File: config.mk
export PLATFORM = sky130hd
export DESIGN_NAME = hp_manager_flat
export DESIGN_NICKNAME = d
export VERILOG_FILES = /design/src/rtl/hp_manager_if.sv /design/src/rtl/hp_manager.sv /design/src/flat_wrapper.sv
export SDC_FILE = /design/constraint.sdc
export NUM_CORES = 1
export LEC_CHECK = 0
export ABC_CLOCK_PERIOD_IN_PS = 2830
export CAP_MARGIN = 20
export CORE_MARGIN = 2
export CORE_UTILIZATION = 44
export DETAILED_ROUTE_END_ITERATION = 10
export HOLD_SLACK_MARGIN = 0.05
export PLACE_DENSITY = 0.64
export SETUP_SLACK_MARGIN = 0.1
export SKIP_LAST_GASP = 1
export SLEW_MARGIN = 20
export SYNTH_ARGS = -nofsm -noshare
export SYNTH_HDL_FRONTEND = slang
export SYNTH_SLANG_ARGS = --single-unit
File: constraint.sdc
create_clock -name Clk -period 2.83 [get_ports Clk]
set_input_delay 0.566 -clock Clk [delete_from_list [all_inputs] [get_ports Clk]]
set_output_delay 0.566 -clock Clk [all_outputs]
set_load 0.05 [all_outputs]
File: src/rtl/hp_manager_if.sv
// Hit-point manager bus: round control, hit pulses in, HP/status out.
// Latency: n/a (signal bundle only).
// Backpressure: none; all inputs are single-cycle pulses or levels.
//
// master : game logic side (drives frame_clk, start, hits, damage)
// slave  : hp_manager side (drives HP bars, invulnerability, game result)
interface hp_manager_if;
   logic       frame_clk;
   logic       start;
   logic       ship1_hit;
   logic [7:0] ship1_dmg;
   logic       ship2_hit;
   logic [7:0] ship2_dmg;
   logic [9:0] ship1_hp;
   logic [9:0] ship2_hp;
   logic       ship1_invuln;
   logic       ship2_invuln;
   logic       game_over;
   logic [1:0] winner;

   modport master (
      output frame_clk, start, ship1_hit, ship1_dmg, ship2_hit, ship2_dmg,
      input  ship1_hp, ship2_hp, ship1_invuln, ship2_invuln, game_over, winner
   );

   modport slave (
      input  frame_clk, start, ship1_hit, ship1_dmg, ship2_hit, ship2_dmg,
      output ship1_hp, ship2_hp, ship1_invuln, ship2_invuln, game_over, winner
   );
endinterface

File: src/rtl/hp_manager.sv
// Per-ship HP keeper: damage, invulnerability/regeneration timers, win detection.
// Latency: hits visible on HP one cycle later; timers step 1 cycle after registered frame_clk rises.
// Backpressure: none; every input pulse is consumed in the cycle it arrives.
//
// Ports:
//   Clk, Reset_n : clock, asynchronous active-low reset
//   bus (slave)  : frame_clk/start/hit/dmg in; ship*_hp, ship*_invuln, game_over, winner out
module hp_manager #(
   parameter logic [9:0] MAX_HP        = 10'd200,
   parameter logic [7:0] INVULN_FRAMES = 8'd30,
   parameter logic [7:0] REGEN_FRAMES  = 8'd60
) (
   input  logic         Clk,
   input  logic         Reset_n,
   hp_manager_if.slave  bus
);

   typedef enum logic [1:0] {
      IDLE = 2'd0,
      PLAY = 2'd1,
      OVER = 2'd2
   } state_t;

   state_t     state_q;
   logic       game_over_q;
   logic [1:0] winner_q;

   logic       frame_q, frame_q2;
   logic       frame_tick;

   logic [9:0] hp_q   [2];
   logic [9:0] hp_d   [2];
   logic [7:0] inv_q  [2];
   logic [7:0] inv_d  [2];
   logic [7:0] rg_q   [2];
   logic [7:0] rg_d   [2];

   logic       hit_w  [2];
   logic [9:0] dmg_w  [2];

   logic       any_zero;
   logic       reload;
   logic       play_upd;

   assign hit_w[0] = bus.ship1_hit;
   assign hit_w[1] = bus.ship2_hit;
   assign dmg_w[0] = {2'b00, bus.ship1_dmg};
   assign dmg_w[1] = {2'b00, bus.ship2_dmg};

   // Tick on the rising edge of the registered frame_clk.
   assign frame_tick = frame_q & ~frame_q2;

   assign any_zero = (hp_q[0] == 10'd0) || (hp_q[1] == 10'd0);
   assign reload   = (state_q != PLAY) && bus.start;
   // The PLAY->OVER transition cycle freezes HP so the result matches the HP that ended the round.
   assign play_upd = (state_q == PLAY) && !any_zero;

   always_comb begin
      for (int i = 0; i < 2; i++) begin
         hp_d[i]  = hp_q[i];
         inv_d[i] = inv_q[i];
         rg_d[i]  = rg_q[i];
         if (reload) begin
            hp_d[i]  = MAX_HP;
            inv_d[i] = 8'd0;
            rg_d[i]  = 8'd0;
         end else if (play_upd && hit_w[i] && (inv_q[i] == 8'd0)) begin
            // Accepted hit overrides any regen step on the same tick.
            hp_d[i]  = (hp_q[i] > dmg_w[i]) ? (hp_q[i] - dmg_w[i]) : 10'd0;
            inv_d[i] = INVULN_FRAMES;
            rg_d[i]  = 8'd0;
         end else begin
            if (frame_tick && (inv_q[i] != 8'd0)) begin
               inv_d[i] = inv_q[i] - 8'd1;
            end
            if (play_upd && frame_tick && (hp_q[i] != 10'd0) && (hp_q[i] < MAX_HP)) begin
               if (rg_q[i] == (REGEN_FRAMES - 8'd1)) begin
                  hp_d[i] = hp_q[i] + 10'd1;
                  rg_d[i] = 8'd0;
               end else begin
                  rg_d[i] = rg_q[i] + 8'd1;
               end
            end
         end
      end
   end

   always_ff @(posedge Clk or negedge Reset_n) begin
      if (!Reset_n) begin
         frame_q  <= 1'b0;
         frame_q2 <= 1'b0;
         for (int i = 0; i < 2; i++) begin
            hp_q[i]  <= MAX_HP;
            inv_q[i] <= 8'd0;
            rg_q[i]  <= 8'd0;
         end
      end else begin
         frame_q  <= bus.frame_clk;
         frame_q2 <= frame_q;
         for (int i = 0; i < 2; i++) begin
            hp_q[i]  <= hp_d[i];
            inv_q[i] <= inv_d[i];
            rg_q[i]  <= rg_d[i];
         end
      end
   end

   always_ff @(posedge Clk or negedge Reset_n) begin
      if (!Reset_n) begin
         state_q     <= IDLE;
         game_over_q <= 1'b0;
         winner_q    <= 2'b00;
      end else begin
         case (state_q)
            IDLE, OVER: begin
               if (bus.start) begin
                  state_q     <= PLAY;
                  game_over_q <= 1'b0;
                  winner_q    <= 2'b00;
               end
            end
            PLAY: begin
               if (any_zero) begin
                  state_q     <= OVER;
                  game_over_q <= 1'b1;
                  // bit1: ship1 dead (ship2 wins), bit0: ship2 dead (ship1 wins)
                  winner_q    <= {hp_q[0] == 10'd0, hp_q[1] == 10'd0};
               end
            end
            default: begin
               state_q <= IDLE;
            end
         endcase
      end
   end

   assign bus.ship1_hp     = hp_q[0];
   assign bus.ship2_hp     = hp_q[1];
   assign bus.ship1_invuln = (inv_q[0] != 8'd0);
   assign bus.ship2_invuln = (inv_q[1] != 8'd0);
   assign bus.game_over    = game_over_q;
   assign bus.winner       = winner_q;

endmodule

File: src/flat_wrapper.sv
// flat-port wrapper written by rule: the top's interface ports become plain ports
module hp_manager_flat 
#(
   parameter logic [9:0] MAX_HP        = 10'd200,
   parameter logic [7:0] INVULN_FRAMES = 8'd30,
   parameter logic [7:0] REGEN_FRAMES  = 8'd60
)
  (Clk, Reset_n, bus_frame_clk, bus_start, bus_ship1_hit, bus_ship1_dmg, bus_ship2_hit, bus_ship2_dmg, bus_ship1_hp, bus_ship2_hp, bus_ship1_invuln, bus_ship2_invuln, bus_game_over, bus_winner);
  hp_manager_if bus_i ();
  input  logic Clk;
  input  logic Reset_n;
  input wire logic [$bits(bus_i.frame_clk)-1:0] bus_frame_clk;
  input wire logic [$bits(bus_i.start)-1:0] bus_start;
  input wire logic [$bits(bus_i.ship1_hit)-1:0] bus_ship1_hit;
  input wire logic [$bits(bus_i.ship1_dmg)-1:0] bus_ship1_dmg;
  input wire logic [$bits(bus_i.ship2_hit)-1:0] bus_ship2_hit;
  input wire logic [$bits(bus_i.ship2_dmg)-1:0] bus_ship2_dmg;
  output wire logic [$bits(bus_i.ship1_hp)-1:0] bus_ship1_hp;
  output wire logic [$bits(bus_i.ship2_hp)-1:0] bus_ship2_hp;
  output wire logic [$bits(bus_i.ship1_invuln)-1:0] bus_ship1_invuln;
  output wire logic [$bits(bus_i.ship2_invuln)-1:0] bus_ship2_invuln;
  output wire logic [$bits(bus_i.game_over)-1:0] bus_game_over;
  output wire logic [$bits(bus_i.winner)-1:0] bus_winner;
  assign bus_i.frame_clk = bus_frame_clk;
  assign bus_i.start = bus_start;
  assign bus_i.ship1_hit = bus_ship1_hit;
  assign bus_i.ship1_dmg = bus_ship1_dmg;
  assign bus_i.ship2_hit = bus_ship2_hit;
  assign bus_i.ship2_dmg = bus_ship2_dmg;
  assign bus_ship1_hp = bus_i.ship1_hp;
  assign bus_ship2_hp = bus_i.ship2_hp;
  assign bus_ship1_invuln = bus_i.ship1_invuln;
  assign bus_ship2_invuln = bus_i.ship2_invuln;
  assign bus_game_over = bus_i.game_over;
  assign bus_winner = bus_i.winner;
  hp_manager #(.MAX_HP(MAX_HP), .INVULN_FRAMES(INVULN_FRAMES), .REGEN_FRAMES(REGEN_FRAMES)) u_core (.Clk(Clk), .Reset_n(Reset_n), .bus(bus_i));
endmodule
# ---- Word-level counts from Yosys, hierarchy flattened
# Cells that the tools add are included.
dict set report word_totals {
  ff_bits 59
  input_bits 22
  out_inout_bits 25
}
dict set report op_classes {
  addsub 8
  n_lt_le_gt_ge 4
  eq_ne 7
  n_mux 33
  n_bitwise 2
  n_reduce_logical 36
}
# operator n
set ops {}
lappend ops {{8-bit 2-to-1 mux} 14}
lappend ops {{10-bit 2-to-1 mux} 10}
lappend ops {{10-bit by 1-bit adder with 10-bit output, second input constant} 2}
lappend ops {{10-bit by 8-bit > comparator with 1-bit output} 2}
lappend ops {{10-bit zero test} 2}
lappend ops {{10-bit by 8-bit less-than comparator with 1-bit output, second input constant} 2}
lappend ops {{10-bit nonzero test} 2}
lappend ops {{10-bit by 8-bit subtractor with 10-bit output} 2}
lappend ops {{3-bit nonzero test} 6}
lappend ops {{8-bit by 1-bit adder with 8-bit output, second input constant} 2}
lappend ops {{8-bit by 6-bit == test with 1-bit output, second input constant} 2}
lappend ops {{8-bit zero test} 2}
lappend ops {{8-bit nonzero test} 2}
lappend ops {{8-bit by 1-bit subtractor with 8-bit output, second input constant} 2}
lappend ops {{1-bit logical AND} 13}
lappend ops {{2-bit 2-to-1 mux} 4}
lappend ops {{2-bit one-hot mux with 2 select lines} 2}
lappend ops {{2-bit AND reduction} 3}
lappend ops {{2-bit by 1-bit != test with 1-bit output, second input constant} 2}
lappend ops {{3-bit AND reduction} 1}
lappend ops {{2-bit by 1-bit == test with 1-bit output, second input constant} 1}
lappend ops {{2-bit == test, second input constant} 1}
lappend ops {{2-bit zero test} 1}
lappend ops {{1-bit 2-to-1 mux} 2}
lappend ops {{other kinds (8)} 8}

# ---- Logic depth before layout (Yosys ltp)
dict set report logic_depth {
  word_depth 10
  depth_mapped 11
  ltp_nobuf 10
}

# ---- Least setup slack after synthesis
# No wires, ideal clock.
dict set report synth_timing {
  kind {register -> register}
  startpoint {register u_core.hp_q (netlist bit u_core.bus.ship1_hp[0])}
  endpoint {register u_core.hp_q (netlist bit u_core.bus.ship1_hp[9])}
  arrival_ns 2.763
  t_required_ns 2.761
  slack_ns -0.002
  path_stages_with_launch 11
  path_cell_list {dfrtp_1 inv_1 ha_1 fa_1 nand2b_1 a211oi_1 nor4_1 or3_1 buf_6 or3_1 nand3_1}
}
dict set report synth_via {
  elab_chain_cells 9
  word_cells_on_any_way 22
  cone_classes {2 x add/sub; 2 x order compare; 5 x mux; 13 x reduce/logical}
}
# element line_no
set synth_rtl {}
lappend synth_rtl {{from (decl)} hp_manager.sv:31} ;# logic [9:0] hp_q [2];
lappend synth_rtl {{from (signal, indexed assignment)} hp_manager.sv:101} ;# hp_q[i] <= hp_d[i];
lappend synth_rtl {{branches (longest 9 deep; another with 10-bit by 1-bit adder with 10-bit output)} --}
# Parallel ways; which one is timed is not known. The select of a mux whose other input is x is not followed.
# A chain may end at the register's enable or synchronous reset.

# ---- Worst setup path after layout
dict set report layout_timing {
  startpoint {register u_core.inv_q[8] in the netlist's numbering}
  endpoint {output port bus_ship1_invuln}
}
dict set report layout_via {
  elab_chain_cells 1
}
# element line_no
set layout_rtl {}
lappend layout_rtl {{from (decl)} hp_manager.sv:33} ;# logic [7:0] inv_q [2];
lappend layout_rtl {{from (signal, indexed assignment)} hp_manager.sv:102} ;# inv_q[i] <= inv_d[i];
lappend layout_rtl {{8-bit nonzero test} hp_manager.sv:139} ;# assign bus.ship1_invuln = (inv_q[0] != 8'd0);
lappend layout_rtl {{to (decl)} flat_wrapper.sv:20} ;# output wire logic [$bits(bus_i.ship1_invuln)-1:0] bus_ship1_invuln;
# No other way between the ends.

==> metrics <==
status complete, no violations; H-tree lvl count 3; Worst path depth 5; CP startpoint u_core.inv_q[8]; DRT antenna net count 0; synthesized area per cell about 8.5 um2; R2R Setup Slk about 0.19 ns; Yosys top cell area share roughly 33%; CP max FO 4; register area share after synthesis 37.0%; hold slack ~0.25 ns; Peak Freq about 360 MHz; Non-Filler Instances between 600 and 700; largest net degree at the start of global routing 32; pwr/cell area approximately 960 nW/um2; Final Power 4800 uW; Slew @ Worst Pin between 0.6 and 0.7 ns; CTS root buffer clkbuf_8; Finish-stage setup viols 0; Worst Path Arrival 2.18 ns; Synth Flop Type dfrtp_1; clock power share 14.4%; routed wire length between 10 and 15 mm; GRT Residual Overflow 0; crit path cell chain inv_2 -> ha_4 -> or4b_4 -> or4_4 -> buf_8; Psw 2200 uW; top post-synthesis cells by count nor2_1, dfrtp_1, nand2_1; Chip Height between 90 and 100 um; Final Hold Viols 0; # rows 34; Critical Path Max Stage Delay around 0.52 ns; Top Family by Delay on Critical Path simple AND/OR/NAND/NOR gates; Req. time, crit path between 2 and 2.5 ns; combinational share of power 55.4%; Core Region about 9000 um2; DR pass1 iterations 5; Int Pwr 2600 uW; fin util a little under three fifths; CTS Buf Count 9; most instantiated library cell after synthesis nor2_1; R2R depth 10; most area-consuming cells after synthesis dfrtp_1, ha_1, nor2_1; WL/cell between 15 and 20 um; chip width around 99 um; synthesized area ~4000 um2; Sw Ratio 45.9%; min cycle time layout about 2.7 ns; Synth Area in XOR/XNOR 8.73%; Yosys top cell by area dfrtp_1; CP bufs+invs 2; Overall Global Routing Usage between 20% and 30%; Synth Area in Simple Gates about a quarter; first-pass GRT wire length ~17 mm; TritonCTS clock tree done; Post-synth EDFFs 0; Final GP Congestion roughly 0.85; Worst setup SP type flop; worst r2r src u_core.inv_q[8]; Worst-Skew Late Latency roughly 0.34 ns; Layout area overhead 25.3%; Slowest cell on crit path or4_4; #FFs+latches synth slightly below 60; ANT cells 0; Cell variety after synth 49; # DRC 0; Gate Count Post-Synth between 400 and 500; Clock Tree Buf Depth 2; fin nets approximately 600; via count roughly 3700; YS warnings 0; critical path endpoint bus_ship1_invuln; IO Pins 47; Slew HR between 50 and 60%; number of port buffers 46; syn_nets slightly above 500; critical path class flop to output port; RSZ-0062 raised after global routing yes; reg2reg end u_core.bus.ship1_hp[0]; P_leak 0.00227 uW; share of cells above drive strength 1 a little over an eighth; Initial Utilization between 40% and 50%; maxcap violations 0; Max Transition Viols Final 0; vias per cell roughly 5.6; placed cells approximately 640; CTS Sinks between 50 and 60; Die ar. just under 10000 um2; antenna violations before repair 0; ys async rst share 100%; Max IR drop VDD just over 0.0005 V; adder-cell area share of the yosys netlist around 8.5%; DR iter-0 viols roughly 220; Tcrit/Tclk final between 90% and 100%; CP endpoint kind output port; post-synthesis mux area share less than 1%; dpl hpwl ~7.5 mm; clock-pin slew on the worst setup and hold paths around 0.07 ns; class of the worst hold path input pin to async pin; largest family of logic cells by synthesized area simple AND/OR/NAND/NOR gates; sequential share of power 30.2%; vias in the first global route 3574; Compound-Gate Fraction of Synth Area 15.3%; Worst Clk Skew about 0.0037 ns
## layer usage
metal	GRT usage (%)	vias to the layer above	wire (um)
met5	0	-	0
met2	33.3	110	4590
met4	6.64	0	133
met3	4.01	9	484
met1	30.1	1745	4860
li1	-	1822	-
## layout by cell type (no fill, tap or decap), types with 4 or more instances in the layout
cell             count
ha_1                23
a211oi_1             5
nor4_1               6
nor2_1              66
or3_1                5
and2_1               4
dfstp_2              6
nor2b_1              4
clkdlybuf4s50_1     43
nor3_1              10
o21ai_0             32
and3_1               8
nand2b_1             8
inv_1               23
a21o_1               6
a21oi_1             23
clkbuf_8            11
xor2_1              26
buf_4               30
nand2_1             40
a31oi_1              7
nand4_1             12
xnor2_1             14
o31ai_1              4
nand3_1             25
o21a_1               4
or2_2                4
dfrtp_1             52
## repair_timing
item                                   in CTS  in global routing
setup endpoints to repair                   5                 18
endpoints found under the hold margin       0                  0
pin swaps                                   0                  5
setup buffers                               0                  2
hold buffers                                0                  0
gates resized for setup                     4                 12
## logic make-up after synthesis
logic type	count (synthesis)
fa+ha+maj	26
xor+xnor	40
mux	2
buf+inv	35
compound gates	99
flops	59
simple gates	209
## through the flow
step / setup TNS [ns] / setup WS [ns] / cell area (um2)
3_3_place_gp: -0.648 / -0.176 / 4790
6_report: 0 / 0.0822 / 5030
3_5_place_dp: -1.99 / -0.273 / 4790
5_1_grt: 0 / 0.0252 / 5030
2_1_floorplan: 0 / 0.126 / 4010
4_1_cts: 0 / 0.0277 / 4970
## worst register-to-register path, delay by kind of cell, from the launching register on
family,cells,cell delay (ns)
adder cells (fa/ha/maj),1,0.14
AND/OR/NAND/NOR,5,1.50
buffers and inverters,2,0.27
flip-flops,1,0.43
AO/OA/AOI/OAI,2,0.23
## state kept, by name, summed over array words and instances (netlist names)
name,count
u_core.bus.winner,2
u_core.frame_q,1
u_core.inv_q,16
u_core.state_q,2
u_core.bus.game_over,1
u_core.bus.ship2_hp,10
u_core.frame_q2,1
u_core.bus.ship1_hp,10
u_core.rg_q,16
## power groups by stage
stage | sequential, uW | combinational (uW) | clock (uW)
final | 1450 | 2660 | 692
after global routing | 1490 | 2930 | 744
after CTS | 1440 | 2600 | 708
after detailed placement | 1460 | 2570 | 0
after global placement | 1450 | 2520 | 0
after floorplan | 1770 | 1400 | 0
## layout make-up
cell class,count,area [um2]
timing repair buffer,77,704
sequential,59,1490
inverter,25,93.8
clock inverter,2,10.0
clock buffer,14,163
multi-input combinational,376,2440
tap,108,135
fill,806,3730
## worst min-delay path by stage
| stage | cells past startpoint | end | startpoint | slack [ns] |
|---|---|---|---|---|
| 2_1_floorplan | 0 | u_core.bus.game_over | Reset_n | 0.27 |
| 3_3_place_gp | 0 | u_core.frame_q2 | u_core.frame_q | 0.36 |
| 3_5_place_dp | 0 | u_core.frame_q2 | u_core.frame_q | 0.36 |
| 4_1_cts | 1 | u_core.inv_q[14] | Reset_n | 0.28 |
| 5_1_grt | 1 | u_core.inv_q[14] | Reset_n | 0.30 |
| 6_report | 1 | u_core.inv_q[14] | Reset_n | 0.25 |
(Power assumes the default switching activity.)
